==> src/rtl/rc_ack_arbiter.sv <==
// rc_ack_arbiter: round-robin arbiter that returns an active-low ack to one of
// NUM_CH active-low requesters once the shared resource reports idle.
// Ack can be a one-cycle pulse or held until release (four-phase).
// A request that waits too long for the resource is aborted by a timeout.
//
// Ports:
//   clk          rising-edge clock
//   rstn         asynchronous active-low reset
//   rc_reqn      per-channel request, active low
//   rc_is_idle   shared resource idle, active high
//   rc_ackn      per-channel ack, active low, registered
//   rc_grant_id  index of the granted channel, registered
//   rc_busy      high whenever the arbiter is not in IDLE, registered
//   rc_timeout   one-cycle pulse when a wait is aborted by the timeout
module rc_ack_arbiter #(
  parameter int unsigned NUM_CH     = 4,
  parameter bit          FOUR_PHASE = 1'b1,
  parameter int unsigned TIMEOUT    = 255,
  parameter int unsigned TO_W       = 8,
  localparam int unsigned GW        = (NUM_CH > 1) ? $clog2(NUM_CH) : 1
) (
  input  logic              clk,
  input  logic              rstn,
  input  logic [NUM_CH-1:0] rc_reqn,
  input  logic              rc_is_idle,
  output logic [NUM_CH-1:0] rc_ackn,
  output logic [GW-1:0]     rc_grant_id,
  output logic              rc_busy,
  output logic              rc_timeout
);

  typedef enum logic [1:0] {
    ST_IDLE = 2'd0,
    ST_WAIT = 2'd1,
    ST_ACK  = 2'd2,
    ST_REL  = 2'd3
  } state_e;

  // Last counter value before the abort; unused when TIMEOUT is 0.
  localparam logic [TO_W-1:0] TO_LAST = (TIMEOUT == 0) ? '0 : TO_W'(TIMEOUT - 1);
  // Pointer starts at the top channel so channel 0 is served first.
  localparam logic [GW-1:0]   PTR_RST = GW'(NUM_CH - 1);

  state_e              state_q, state_d;
  logic [GW-1:0]       ptr_q, ptr_d;
  logic [GW-1:0]       gid_q, gid_d;
  logic [TO_W-1:0]     cnt_q, cnt_d;
  logic [NUM_CH-1:0]   ackn_q, ackn_d;
  logic                busy_q, busy_d;
  logic                to_q, to_d;

  logic                pick_found;
  logic [GW-1:0]       pick_id;
  logic [GW-1:0]       cand;

  assign rc_ackn     = ackn_q;
  assign rc_grant_id = gid_q;
  assign rc_busy     = busy_q;
  assign rc_timeout  = to_q;

  // Round-robin search: first low request starting just above the pointer.
  always_comb begin
    pick_found = 1'b0;
    pick_id    = '0;
    cand       = '0;
    for (int unsigned i = 1; i <= NUM_CH; i++) begin
      cand = GW'((32'(ptr_q) + i) % NUM_CH);
      if (!pick_found && !rc_reqn[cand]) begin
        pick_found = 1'b1;
        pick_id    = cand;
      end
    end
  end

  // Next-state and registered-output logic.
  always_comb begin
    state_d = state_q;
    ptr_d   = ptr_q;
    gid_d   = gid_q;
    cnt_d   = cnt_q;
    ackn_d  = '1;
    to_d    = 1'b0;

    unique case (state_q)
      ST_IDLE: begin
        if (pick_found) begin
          gid_d   = pick_id;
          cnt_d   = '0;
          state_d = ST_WAIT;
        end
      end

      ST_WAIT: begin
        if (rc_reqn[gid_q]) begin
          // Requester withdrew: drop it without touching the pointer.
          state_d = ST_IDLE;
        end else if (rc_is_idle) begin
          state_d = ST_ACK;
          ackn_d  = ~(NUM_CH'(1) << gid_q);
        end else if ((TIMEOUT != 0) && (cnt_q == TO_LAST)) begin
          // Timed-out channel loses its turn.
          state_d = ST_IDLE;
          to_d    = 1'b1;
          ptr_d   = gid_q;
        end else if (cnt_q != '1) begin
          cnt_d = cnt_q + TO_W'(1);
        end
      end

      ST_ACK: begin
        ptr_d = gid_q;
        if (FOUR_PHASE) begin
          if (rc_reqn[gid_q]) begin
            state_d = ST_REL;
          end else begin
            ackn_d = ackn_q;
          end
        end else begin
          state_d = ST_IDLE;
        end
      end

      ST_REL: begin
        state_d = ST_IDLE;
      end

      default: begin
        state_d = ST_IDLE;
      end
    endcase

    busy_d = (state_d != ST_IDLE);
  end

  // State and output registers.
  always_ff @(posedge clk or negedge rstn) begin
    if (!rstn) begin
      state_q <= ST_IDLE;
      ptr_q   <= PTR_RST;
      gid_q   <= '0;
      cnt_q   <= '0;
      ackn_q  <= '1;
      busy_q  <= 1'b0;
      to_q    <= 1'b0;
    end else begin
      state_q <= state_d;
      ptr_q   <= ptr_d;
      gid_q   <= gid_d;
      cnt_q   <= cnt_d;
      ackn_q  <= ackn_d;
      busy_q  <= busy_d;
      to_q    <= to_d;
    end
  end

endmodule
==> config.mk <==
export PLATFORM = sky130hd
export DESIGN_NAME = rc_ack_arbiter
export DESIGN_NICKNAME = d
export VERILOG_FILES = /design/src/rtl/rc_ack_arbiter.sv
export SDC_FILE = /design/constraint.sdc
export NUM_CORES = 1
export LEC_CHECK = 0
export ABC_AREA = 1
export CAP_MARGIN = 20
export CORE_ASPECT_RATIO = 1.1
export CORE_MARGIN = 1.5
export CORE_UTILIZATION = 61
export DETAILED_ROUTE_END_ITERATION = 10
export DONT_BUFFER_PORTS = 1
export PLACE_DENSITY = 0.84
export SETUP_SLACK_MARGIN = 0.5
export SLEW_MARGIN = 30
export SYNTH_ARGS = -nofsm -noshare
export SYNTH_HDL_FRONTEND = slang
export SYNTH_SLANG_ARGS = --single-unit
==> constraint.sdc <==
create_clock -name clk -period 2.8 [get_ports clk]
set_clock_uncertainty 0.15 [all_clocks]
set_input_delay 0.56 -clock clk [delete_from_list [all_inputs] [get_ports clk]]
set_output_delay 0.56 -clock clk [all_outputs]
set_load 0.01 [all_outputs]
==> impl_metrics.csv, run 1 <==
group,metric,value,unit
synthesis,synth_top_family_by_area,"simple AND/OR/NAND/NOR gates",
pwr,combPwrFrac,53.6,%
flow_run,drv_cap,0,
status,status,"finished clean",
layout,multi_input_area,800.8,um^2
layout,areaGrowthSynthToFinish,2.944,%
worst_setup_path,crit_required,2.88,ns
layout,nets,229,
placement,dp.cells,244,
timing,worstMarginPinSlew,0.4324,ns
synthesis,yosysSeqAreaShare,35.15,%
clocking,postCtsResizedCells,0,
synthesis,synth_fa_ha_area_share,1.732,%
floorplanning,die_h,54.05,um
detailed_routing,vias,1350,
synthesis,synthesis.area,0.001445,mm^2
layout,final_cell_mix,"nand2_1, nand3_1, inv_1, nor2_1, dfrtp_1",
detailed_routing,wl_per_cell,12.18,um
floorplanning,fp-row-count,18,
pwr,p_int,0.0006917,W
layout,utilization,66.06,%
layout,fin_cells,249,
global_route,globalRouteOverflowTotal,0,
global_route,grt_antenna_before_repair,0,
layout,seq_area,508.0,um^2
clocking,postCtsSetupRepairBufs,0,
floorplanning,core_area,0.002252,mm^2
worst_setup_path,worstReg2RegEnd,"ptr_q[0]",
worst_setup_path,cp_top_family,"flip-flops",
synthesis,async_reset_ff_share,100.0,%
timing,setup_tns,0,ns
clocking,cts-root-buf,"clkbuf_4",
synthesis,synth_area_leader_cell,"dfrtp_1",
pwr,power.total,0.001428,W
synthesis,yosys_warnings,0,
timing,max_freq,531.5,MHz
clocking,htree_levels,1,
clocking,clkSinkCount,20,
clocking,cts_tree,"built",
layout,drive_gt1_share,12.79,%
timing,drv_slew,0,
hold_path,holdCritPathClass,"input port to asynchronous set/reset pin",
synthesis,postSynthCellCount,217,
global_route,grt_usage,25.43,%
timing,rsz0062_at_grt,"no",
timing,fin_crit_sh,67.19,%
clocking,cts_buffer_depth,2,
worst_setup_path,cp_max_fo,9,
synthesis,synthSimpleGateAreaFrac,45.54,%
synthesis,synth_area_per_cell,6.660,um^2
floorplanning,die_area,0.002671,mm^2
worst_setup_path,crit_start,"rc_grant_id[0]",
synthesis,synth.area.mux_share,0,%
layout,antenna_cells,0,
worst_setup_path,critPathLaunchType,"flop",
placement,hpwl,2401,um
worst_setup_path,worst-path-buf-inv,1,
detailed_routing,drt_pre_antenna_iters,4,
timing,hold_viol,0,
global_route,grt_max_degree,21,
synthesis,synthXorXnorAreaFrac,0,%
pwr,p_leak,0.7335,nW
worst_setup_path,path_class,"flop to flop",
worst_setup_path,reg2reg_from,"rc_grant_id[0]",
timing,slew_headroom,71.17,%
synthesis,synth-main-ff-cell,"dfrtp_1",
detailed_routing,first_iter_violations,43,
worst_setup_path,critPathArrivalTime,1.96,ns
pwr,seq_power_share,34.8,%
pwr,p_per_area,960.1,mW/mm^2
timing,setup_viol,0,
pwr,ir_worst_vdd,0.7575,mV
worst_setup_path,r2r_cells,8,
global_route,grt_pass1_vias,1279,
detailed_routing,drc,0,
synthesis,synth_top_cells_by_area,"dfrtp_1, nand2_1, dfstp_2",
clocking,clkTransAtPathRegs,0.10,ns
detailed_routing,ant_nets,0,
detailed_routing,drt-total-wl,3033,um
synthesis,syn_nets,226,
floorplanning,die_w,49.41,um
worst_setup_path,end_kind,"flop",
synthesis,synth-edff-count,0,
clocking,clk_latency,0.30,ns
global_route,grt_first_pass_wirelength,5133,um
placement,numPortBuffers,0,
pwr,p_sw_share,51.57,%
clocking,cts_inserted_buffers,3,
worst_setup_path,crit_top_cell,"nand2_1",
detailed_routing,via_per_inst,5.422,
worst_setup_path,rrSetupSlack,0.92,ns
pwr,p_clk_share,11.5,%
worst_setup_path,cp_cell_sequence,"inv_1 -> nand3_1 -> nand2_1 -> nor2_1 -> nand2_1 -> o21ai_0 -> nand2_1 -> o21ai_0",
synthesis,synth.top_cell.area_share,24.24,%
layout,fillCellCount,197,
pwr,switchingPower,0.0007366,W
floorplanning,initial_core_util,64.17,%
layout,mostFrequentLayoutCell,"nand2_1",
placement,globalplace.congestion,0.8181,
synthesis,synth-seq-cells,20,
synthesis,synth.distinct_cells,22,
synthesis,synth_compound_area_share,8.139,%
timing,min_period,1.881,ns
worst_setup_path,slowest_stage,"dfrtp_1",
floorplanning,io_pins,15,
worst_setup_path,critical_path.max_stage_delay,0.58,ns
power groups by stage:
stage | Combinational [W] | Sequential, W | Clock, W
floorplan | 0.000694 | 0.000451 | 0
global placement | 0.000727 | 0.000497 | 0
detailed placement | 0.000753 | 0.000503 | 0
CTS | 0.000763 | 0.000497 | 0.000166
global route | 0.000877 | 0.000512 | 0.000179
finish | 0.000766 | 0.000498 | 0.000165
logic make-up after synthesis:
group | count (synthesis)
AO/OA/AOI/OAI | 23
adder cells (fa/ha/maj) | 2
buffers and inverters | 29
flip-flops | 20
AND/OR/NAND/NOR | 143
Yosys cell counts, types with 2 or more instances:
cell type	n
a21oi_1	11
dfrtp_1	14
dfstp_2	6
ha_1	2
inv_1	22
inv_2	3
nand2_1	76
nand2_2	6
nand2_4	4
nand3_1	26
nand4_1	5
nor2_1	21
nor2_4	2
nor3_1	2
o21ai_0	9
o21ai_1	2
sequential cells by signal, indices dropped and copies added (netlist names):
name         flops
rc_timeout       1
rc_ackn          4
rc_busy          1
state_q          2
cnt_q            8
rc_grant_id      2
ptr_q            2
worst max path at each step:
stage	end	slack, ns	cells past startpoint
floorplan	cnt_q[0]	1.08	12
global placement	ptr_q[0]	0.98	8
detailed placement	cnt_q[4]	0.96	9
CTS	ptr_q[0]	0.94	8
global route	ptr_q[0]	0.67	8
finish	ptr_q[0]	0.92	8
routing by layer:
layer	share of wire [%]	global-route usage [%]
met1	42	28.17
met4	2.1	11.57
met2	53	50.00
met5	0	0
met3	3.7	2.500
cell type report:
type                    instances  area share, %
multi-input cells             168          53.83
flip-flops and latches         20          34.15
inverters                      26          6.728
well taps                      30          2.523
clock buffers                   4          2.439
repair buffers                  1         0.3364
per-stage QoR:
step	instance area, um^2	worst slack, ns	hold slack (ns)
after CTS	1493	0.9394	0.2725
after floorplan	1445	1.077	0.1144
after detailed placement	1446	0.9605	0.1149
after global routing	1488	0.6674	0.06309
final	1488	0.9186	0.03020
after global placement	1446	0.9767	0.1148
timing repair:
item | CTS | global route
endpoints found under the hold margin | 20 | 0
endpoints found under the setup margin | 0 | 0
hold buffers | 1 | 0
Note: power is estimated with default switching activity, not from simulation.
==> inputs of run 2 (changes only) <==
==> constraint.sdc (replaced) <==
create_clock -name clk -period 1.75 [get_ports clk]
set_clock_uncertainty 0.15 [all_clocks]
set_input_delay 0.35 -clock clk [delete_from_list [all_inputs] [get_ports clk]]
set_output_delay 0.35 -clock clk [all_outputs]
set_load 0.01 [all_outputs]
==> impl_metrics.csv, run 2 (synthesis results as in run 1) <==
group,metric,value,unit
pwr,seq_power_share,24.8,%
detailed_routing,vias,1683,
timing,setup_tns,-1.724,ns
worst_setup_path,critPathArrivalTime,2.03,ns
hold_path,holdCritPathClass,"input port to flop",
worst_setup_path,crit_top_cell,"nand2_1",
detailed_routing,drt-total-wl,4703,um
pwr,ir_worst_vdd,1.387,mV
placement,numPortBuffers,0,
layout,antenna_cells,0,
floorplanning,die_w,49.41,um
floorplanning,core_area,0.002252,mm^2
timing,hold_viol,0,
layout,areaGrowthSynthToFinish,32.38,%
global_route,grt_pass1_vias,1350,
status,status,"finished with violations",
pwr,p_per_area,1701,mW/mm^2
clocking,cts_tree,"built",
worst_setup_path,end_kind,"flop",
timing,finalWorstSetupSlack,-0.2186,ns
pwr,combPwrFrac,68.1,%
placement,globalplace.congestion,0.8251,
worst_setup_path,cp_top_family,"simple AND/OR/NAND/NOR gates",
layout,fillCellCount,118,
clocking,clk_latency,0.30,ns
floorplanning,die_area,0.002671,mm^2
status,violations,"negative setup slack",
placement,place_ws,-0.06121,ns
timing,min_period,1.969,ns
detailed_routing,first_iter_violations,98,
pwr,p_clk_share,7.1,%
worst_setup_path,critPathLaunchType,"flop",
worst_setup_path,cp_cell_sequence,"ha_1 -> nand2_1 -> nor2_1 -> nand4_1 -> nand3_1 -> nor2_4 -> nand2_8 -> nand2_1 -> nand2_1",
timing,drv_slew,0,
clocking,clkSinkCount,20,
pwr,switchingPower,0.001678,W
global_route,grt_max_degree,21,
clocking,cts_buffer_depth,2,
worst_setup_path,crit_required,1.81,ns
floorplanning,fp-row-count,18,
pwr,p_leak,0.9004,nW
timing,slew_headroom,64.52,%
detailed_routing,ant_nets,0,
global_route,grt_usage,29.54,%
layout,drive_gt1_share,34.84,%
floorplanning,die_h,54.05,um
floorplanning,io_pins,15,
pwr,power.total,0.003253,W
flow_run,drv_cap,0,
detailed_routing,via_per_inst,6.142,
timing,max_freq,508.0,MHz
timing,setup_viol,10,
layout,mostFrequentLayoutCell,"nand2_1",
layout,seq_area,510.5,um^2
worst_setup_path,path_class,"flop to flop",
timing,worstMarginPinSlew,0.5302,ns
layout,final_cell_mix,"nand2_1, nand3_1, inv_1, nor2_1",
global_route,grt_first_pass_wirelength,5913,um
timing,rsz0062_at_grt,"yes",
timing,fin_crit_sh,112.5,%
layout,nets,254,
detailed_routing,wl_per_cell,17.16,um
worst_setup_path,cp_max_fo,9,
global_route,grt_antenna_before_repair,0,
detailed_routing,drc,0,
global_route,globalRouteOverflowTotal,0,
pwr,p_int,0.001575,W
clocking,htree_levels,1,
layout,largest_reg_flops,8,
layout,multi_input_area,0.001003,mm^2
worst_setup_path,slowest_stage,"dfrtp_1",
layout,utilization,84.94,%
worst_setup_path,worst-path-buf-inv,0,
clocking,cts_inserted_buffers,3,
pwr,p_sw_share,51.58,%
detailed_routing,drt_pre_antenna_iters,5,
worst_setup_path,critical_path.max_stage_delay,0.44,ns
floorplanning,initial_core_util,64.17,%
clocking,clkTransAtPathRegs,0.11,ns
layout,regMostFlops,"cnt_q",
placement,hpwl,2433,um
clocking,cts-root-buf,"clkbuf_4",
## run 2: cell types whose count changed in the layout (fill, tap and decap cells not counted), sizes merged
cell | before | now
nand3 | 27 | 28
buf | 1 | 24
dlygate4sd3 | 0 | 1
## run 2: layout make-up
cell class | count | share of cell area [%]
timing repair buffer | 25 | 12.16
sequential | 20 | 26.68
multi-input combinational | 169 | 52.45
inverter | 26 | 5.363
tap | 30 | 1.962
clock buffer | 4 | 1.373
## run 2: worst paths after layout
check                      startpoint          to  slack (ns)  depth (start not counted)
max                          cnt_q[1]    cnt_q[6]       -0.22                          9
min                        rc_is_idle  rc_ackn[2]        0.04                          3
min reg2reg                  cnt_q[5]    cnt_q[5]        0.39                          2
max in group asynchronous        rstn    ptr_q[0]        0.72                          2
max reg2reg                  cnt_q[1]    cnt_q[6]       -0.22                          9
min in group asynchronous        rstn  rc_timeout        0.38                          2
## run 2: what timing repair did
action	4_1_cts	5_1_grt
cloned	1	0
setup endpoints to repair	26	27
resized for setup	18	40
hold endpoints to repair	20	14
pin swaps	8	14
setup buffers	8	7
hold buffers	1	1
## run 2: stage by stage
stage	hold WS [ns]	std cells	area, um^2
finish	0.03944	274	1913
floorplan	-0.09559	217	1479
CTS	0.07520	266	1692
global route	0.05200	274	1913
detailed placement	-0.09529	252	1534
global placement	-0.09522	252	1534
## run 2: worst register-to-register path: cells and delay by family (launching register included)
kind	cells	cell delay [ns]
adders and majority gates	1	0.22
DFF	1	0.44
and+or+nand+nor	8	1.06
## run 2: metal layers
| metal | global-route usage (%) | vias to the layer above | wire (um) |
|---|---|---|---|
| met3 | 4.167 | 37 | 451 |
| li1 | - | 754 | - |
| met2 | 50.23 | 127 | 2267 |
| met4 | 12.96 | 0 | 278 |
| met1 | 38.27 | 765 | 1705 |
| met5 | 0 | - | 0 |
## run 2: power groups by stage
stage	combinational, W	sequential [W]	clock, W
after detailed placement	0.00142	0.000769	0
after floorplan	0.00117	0.000729	0
after global placement	0.00136	0.000764	0
after CTS	0.00166	0.000757	0.000230
after global routing	0.00238	0.000814	0.000245
final	0.00222	0.000808	0.000230
